<file path="config.mk">
export PLATFORM = sky130hd
export DESIGN_NAME = text_row_scanner
export DESIGN_NICKNAME = d
export VERILOG_FILES = /design/src/rtl/text_row_scanner.sv
export SDC_FILE = /design/constraint.sdc
export NUM_CORES = 1
export LEC_CHECK = 0
export CORE_UTILIZATION = 40
export DETAILED_ROUTE_END_ITERATION = 10
export SLEW_MARGIN = 20
export SYNTH_ARGS = -nofsm -noshare
export SYNTH_HDL_FRONTEND = slang
export SYNTH_SLANG_ARGS = --single-unit
</file>
<file path="constraint.sdc">
create_clock -name i_clk -period 2.2 [get_ports i_clk]
set_input_delay 0.44 -clock i_clk [delete_from_list [all_inputs] [get_ports i_clk]]
set_output_delay 0.44 -clock i_clk [all_outputs]
set_load 0.02 [all_outputs]
</file>
<file path="src/rtl/text_row_scanner.sv">
// Text row scanner: buffers one line of character codes, then serializes glyph
// rows pixel by pixel through an external font ROM. Macro TEXT_ROW_SCANNER_GAP_EN adds a blank 7th pixel per cell.
module text_row_scanner #(
  parameter int CHARS_PER_LINE = 16,
  parameter int GLYPH_ROWS     = 8
) (
  input  logic       i_clk,
  input  logic       i_rst_n,
  input  logic [5:0] i_char,
  input  logic       i_char_valid,
  output logic       o_char_ready,
  output logic [5:0] o_font_char,
  output logic [3:0] o_font_row,
  input  logic [5:0] i_font_raster,
  input  logic       i_pix_en,
  output logic       o_pixel,
  output logic       o_pixel_valid,
  output logic       o_row_start,
  output logic       o_line_done
);

  localparam int CW = (CHARS_PER_LINE > 1) ? $clog2(CHARS_PER_LINE) : 1;
`ifdef TEXT_ROW_SCANNER_GAP_EN
  localparam int CELL_W = 7;
`else
  localparam int CELL_W = 6;
`endif

  typedef enum logic [1:0] {FILL, SCAN, DONE} state_t;

  state_t        state, nxt;
  logic [CW-1:0] col;
  logic [3:0]    row;
  logic [2:0]    bitc;
  logic          last_px;
  logic          strobe, cur_bit;
  logic          pix_q, vld_q, rs_q;
  logic          col_last, row_last, bit_last;
  logic [5:0]    line_buf [CHARS_PER_LINE];

  assign col_last = (col == CW'(CHARS_PER_LINE - 1));
  assign row_last = (row == 4'(GLYPH_ROWS - 1));
  assign bit_last = (bitc == 3'(CELL_W - 1));

  // Once the final pixel is out, further strobes are ignored until DONE.
  assign strobe = (state == SCAN) && !last_px && i_pix_en;

`ifdef TEXT_ROW_SCANNER_GAP_EN
  assign cur_bit = (bitc == 3'd6) ? 1'b0 : i_font_raster[3'd5 - bitc];
`else
  assign cur_bit = i_font_raster[3'd5 - bitc];
`endif

  always_ff @(posedge i_clk) begin
    if (!i_rst_n) state <= FILL;
    else          state <= nxt;
  end

  always_comb begin
    nxt = state;
    case (state)
      FILL:    if (i_char_valid && col_last) nxt = SCAN;
      SCAN:    if (last_px) nxt = DONE;
      DONE:    nxt = FILL;
      default: nxt = FILL;
    endcase
  end

  always_comb begin
    o_char_ready  = (state == FILL);
    o_line_done   = (state == DONE);
    o_font_char   = (state == SCAN) ? line_buf[col] : 6'd0;
    o_font_row    = (state == SCAN) ? row : 4'd0;
    o_pixel       = pix_q;
    o_pixel_valid = vld_q;
    o_row_start   = rs_q;
  end

  always_ff @(posedge i_clk) begin
    if (state == FILL && i_char_valid) line_buf[col] <= i_char;
  end

  always_ff @(posedge i_clk) begin
    if (!i_rst_n) begin
      col     <= '0;
      row     <= '0;
      bitc    <= '0;
      last_px <= 1'b0;
      pix_q   <= 1'b0;
      vld_q   <= 1'b0;
      rs_q    <= 1'b0;
    end else begin
      vld_q <= strobe;
      pix_q <= strobe & cur_bit;
      rs_q  <= strobe && (col == '0) && (bitc == '0);
      case (state)
        FILL: begin
          last_px <= 1'b0;
          if (i_char_valid) col <= col_last ? '0 : col + 1'b1;
        end
        SCAN: begin
          // bit -> col -> row odometer, one step per accepted strobe
          if (strobe) begin
            if (!bit_last) bitc <= bitc + 3'd1;
            else begin
              bitc <= '0;
              if (!col_last) col <= col + 1'b1;
              else begin
                col <= '0;
                if (!row_last) row <= row + 4'd1;
                else begin
                  row     <= '0;
                  last_px <= 1'b1;
                end
              end
            end
          end
        end
        default: begin
          col     <= '0;
          row     <= '0;
          bitc    <= '0;
          last_px <= 1'b0;
        end
      endcase
    end
  end

endmodule

</file>
==> impl_metrics.py <==
metrics = {
    "synth": {
        "netlist_area_sq_um": 4860,
        "synthFlopType": "edfxtp_1",
        "netlist_instances": 304,
        "synth_seq_area_share": 0.679,
        "async_flop_share": 0,
        "synth_fp_nets": 328,
        "synth_seq_cells": 117,
        "synth_edf_count": 96,
        "synth_cell_types": 44,
        "avgSynthCellArea_sq_um": 16.0,
        "ys_warn_count": 0,
    },
    "clock_tree": {
        "clock-sinks": 117,
        "tritoncts": "done",
        "clk_latency_ns": 0.40,
        "clockRootBuffer": "clkbuf_16",
        "h-tree-depth": 4,
        "numCtsBuffers": 17,
        "path_clk_slew_ns": 0.05,
        "cts_buffer_depth": 2,
    },
    "detailed_routing": {
        "met2_length_um": 4980,
        "num_vias": 2837,
        "first_iter_violations": 159,
        "wl_met3_um": 616,
        "via_per_inst": 5.30,
        "drt-wirelength-per-cell_um": 18.6,
        "drt-total-wl_um": 9950,
        "drc_errors": 1,
        "topRoutingLayerUsed": "met4",
        "wl_met1_um": 4270,
        "drtAntennaViolNets": 0,
        "drtPass1Iterations": 7,
    },
    "critical_path": {
        "reg2reg_depth": 5,
        "r2r-start": "col[1]",
        "end_kind": "output port",
        "crit_type": "flip-flop to output port",
        "reg2reg_to": "row[3]",
        "crit_path_top_delay_cell": "mux4_2",
        "worst-endpoint-arrival_ns": 1.97,
        "slowest_delay_ns": 0.49,
        "cp_max_fo": 7,
        "critPathLaunchType": "flip-flop",
        "worstPathRequired_ns": 1.76,
        "crit_chain": "buf_12 -> mux4_2 -> mux2i_1 -> o22ai_1 -> buf_2",
        "r2r_slack_ns": 0.55,
    },
    "floorplan": {
        "num_io_pins": 31,
        "core-area_sq_um": 11600,
        "initial_core_util": 0.419,
        "die_w_um": 112,
        "die_area_sq_um": 12600,
        "dieHeight_um": 112,
        "num_rows": 39,
    },
    "place": {
        "port_buffers": 30,
        "globalplace.congestion": 0.779,
        "pre_cts_ws_ns": -0.311,
        "dp.final_hpwl_um": 6670,
    },
    "global_route": {
        "gr-total-overflow": 0,
        "track_usage": 0.172,
        "grt_pass1_wl_um": 15800,
        "first_global_vias": 2974,
        "grt_start_max_net_pins": 17,
        "antenna_found_initial": 0,
    },
    "status": {
        "violations": "DRC, setup timing",
        "status": "finished with violations",
    },
    "sta": {
        "fin_ws_ns": -0.205,
        "hold_violations": 0,
        "max_freq_mhz": 416,
        "setup_viol": 6,
        "fin_worst_skew_ns": 0.00934,
        "post-route-min-period_ns": 2.41,
        "rsz0062_at_grt": "yes",
        "relSlewSlack": 0.592,
        "drv_slew": 0,
        "period_share": 1.09,
        "worst_pin_slew_ns": 0.610,
    },
    "cells_and_area": {
        "drive_gt1_frac": 0.265,
        "syn_to_final_growth_pct": 27.7,
        "layout_common_cells": "edfxtp_1, buf_4, nor2_1",
        "diodes": 0,
        "fin_util": 0.535,
        "final_common_cell": "edfxtp_1",
        "final_net_count": 405,
    },
    "flow_run": {
        "cap_violations": 0,
    },
    "power_and_ir_drop": {
        "power.density_nw_per_um2": 853,
        "ir_worst_vdd_mv": 0.512,
        "leakage_nw": 2.16,
    },
    "hold_path": {
        "min_from": "bitc[2]",
        "min_to": "o_row_start",
        "hold_depth": 1,
        "worstHoldPathType": "flip-flop to flip-flop",
    },
}
==> final cells by class <==
cell class	instances	area [sq um]
fillers	968	5400
flip-flops and latches	117	3310
multi-input cells	166	1460
repair buffers	73	693
clock buffers	19	433
well taps	143	179
clock inverters	11	113
inverters	6	22.5
==> how the worst max path moves through the flow <==
stage               startpoint             end  slack (ns)  depth (start not counted)
detailed placement   flip-flop  o_font_char[3]       -0.31                          5
floorplan            flip-flop  o_font_char[0]        0.34                          5
global placement     flip-flop  o_font_char[1]       -0.28                          5
CTS                  flip-flop  o_font_char[3]       -0.22                          5
finish               flip-flop  o_font_char[4]       -0.21                          5
global route         flip-flop  o_font_char[3]       -0.27                          5
==> cells in the mapped netlist, drive strengths merged, types with 2 or more instances <==
cell type	count	area share
edfxtp	96	0.59
nor2	29	0.022
dfxtp	21	0.086
mux4	19	0.088
mux2i	17	0.035
buf	12	0.020
nand2	12	0.0093
ha	8	0.021
o22ai	8	0.010
nor2b	7	0.0090
nor3	7	0.0072
inv	6	0.0046
nand2b	6	0.0077
and2	5	0.0064
a22o	4	0.0072
mux2	4	0.0093
a21oi	3	0.0031
and3	3	0.0039
clkbuf	3	0.0026
nand3	3	0.0031
o21ai	3	0.0031
a211o	2	0.0036
a211oi	2	0.0031
a21boi	2	0.0031
a221o	2	0.0041
and3b	2	0.0036
nand4	2	0.0026
nor3b	2	0.0031
o21a	2	0.0031
xor2	2	0.0036
==> cells by family after synthesis <==
| group | synth area share |
|---|---|
| flops | 0.679 |
| simple gates | 0.0851 |
| mux | 0.132 |
| compound gates | 0.0504 |
| buf+inv | 0.0273 |
| fa+ha+maj | 0.0206 |
| xor+xnor | 0.00540 |
==> per-layer routing <==
layer  GRT usage  vias up
met5           0        -
met4      0.0640        0
met3      0.0599        8
met2       0.284       78
met1       0.210     1413
li1            -     1338
==> per-stage QoR <==
| stage | cell area, sq um | std cells | setup TNS [ns] | total power [mW] | hold WS (ns) |
|---|---|---|---|---|---|
| after detailed placement | 5560 | 498 | -1.44 | 2.76 | 0.481 |
| after floorplan | 4860 | 304 | 0 | 2.64 | 0.432 |
| after global routing | 6210 | 535 | -1.51 | 5.45 | 0.514 |
| final | 6210 | 535 | -1.03 | 5.30 | 0.503 |
| after CTS | 6170 | 533 | -1.06 | 5.33 | 0.496 |
| after global placement | 5560 | 498 | -1.21 | 2.76 | 0.474 |
==> registers in the layout, indices dropped and copies added (netlist names), named ones only <==
register / count
last_px: 1
o_row_start: 1
line_buf: 96
o_pixel_valid: 1
o_pixel: 1
bitc: 3
col: 4
row: 4
state: 2
==> what timing repair did <==
| action | CTS | global route |
|---|---|---|
| cloned | 1 | 1 |
| pin swaps | 1 | 2 |
| setup endpoints to repair | 10 | 6 |
| buffers inserted | 4 | 1 |
| resized for setup | 40 | 3 |
| hold buffers | 0 | 0 |
==> worst max-delay path, delay by kind of cell, from the launching register on <==
family	cells	cell delay, ns
compound gates	1	0.12
buf+inv	2	0.32
flops	1	0.44
mux	2	0.69
==> where the power goes <==
part           leakage (nW)  switching [mW]  total [mW]  internal [mW]
combinational         0.869           0.138       0.312          0.174
clock                 0.257           0.909        2.54           1.63
sequential             1.04          0.0199        2.44           2.42
total                  2.16            1.07        5.30           4.23
Note: power is estimated with default switching activity, not from simulation.
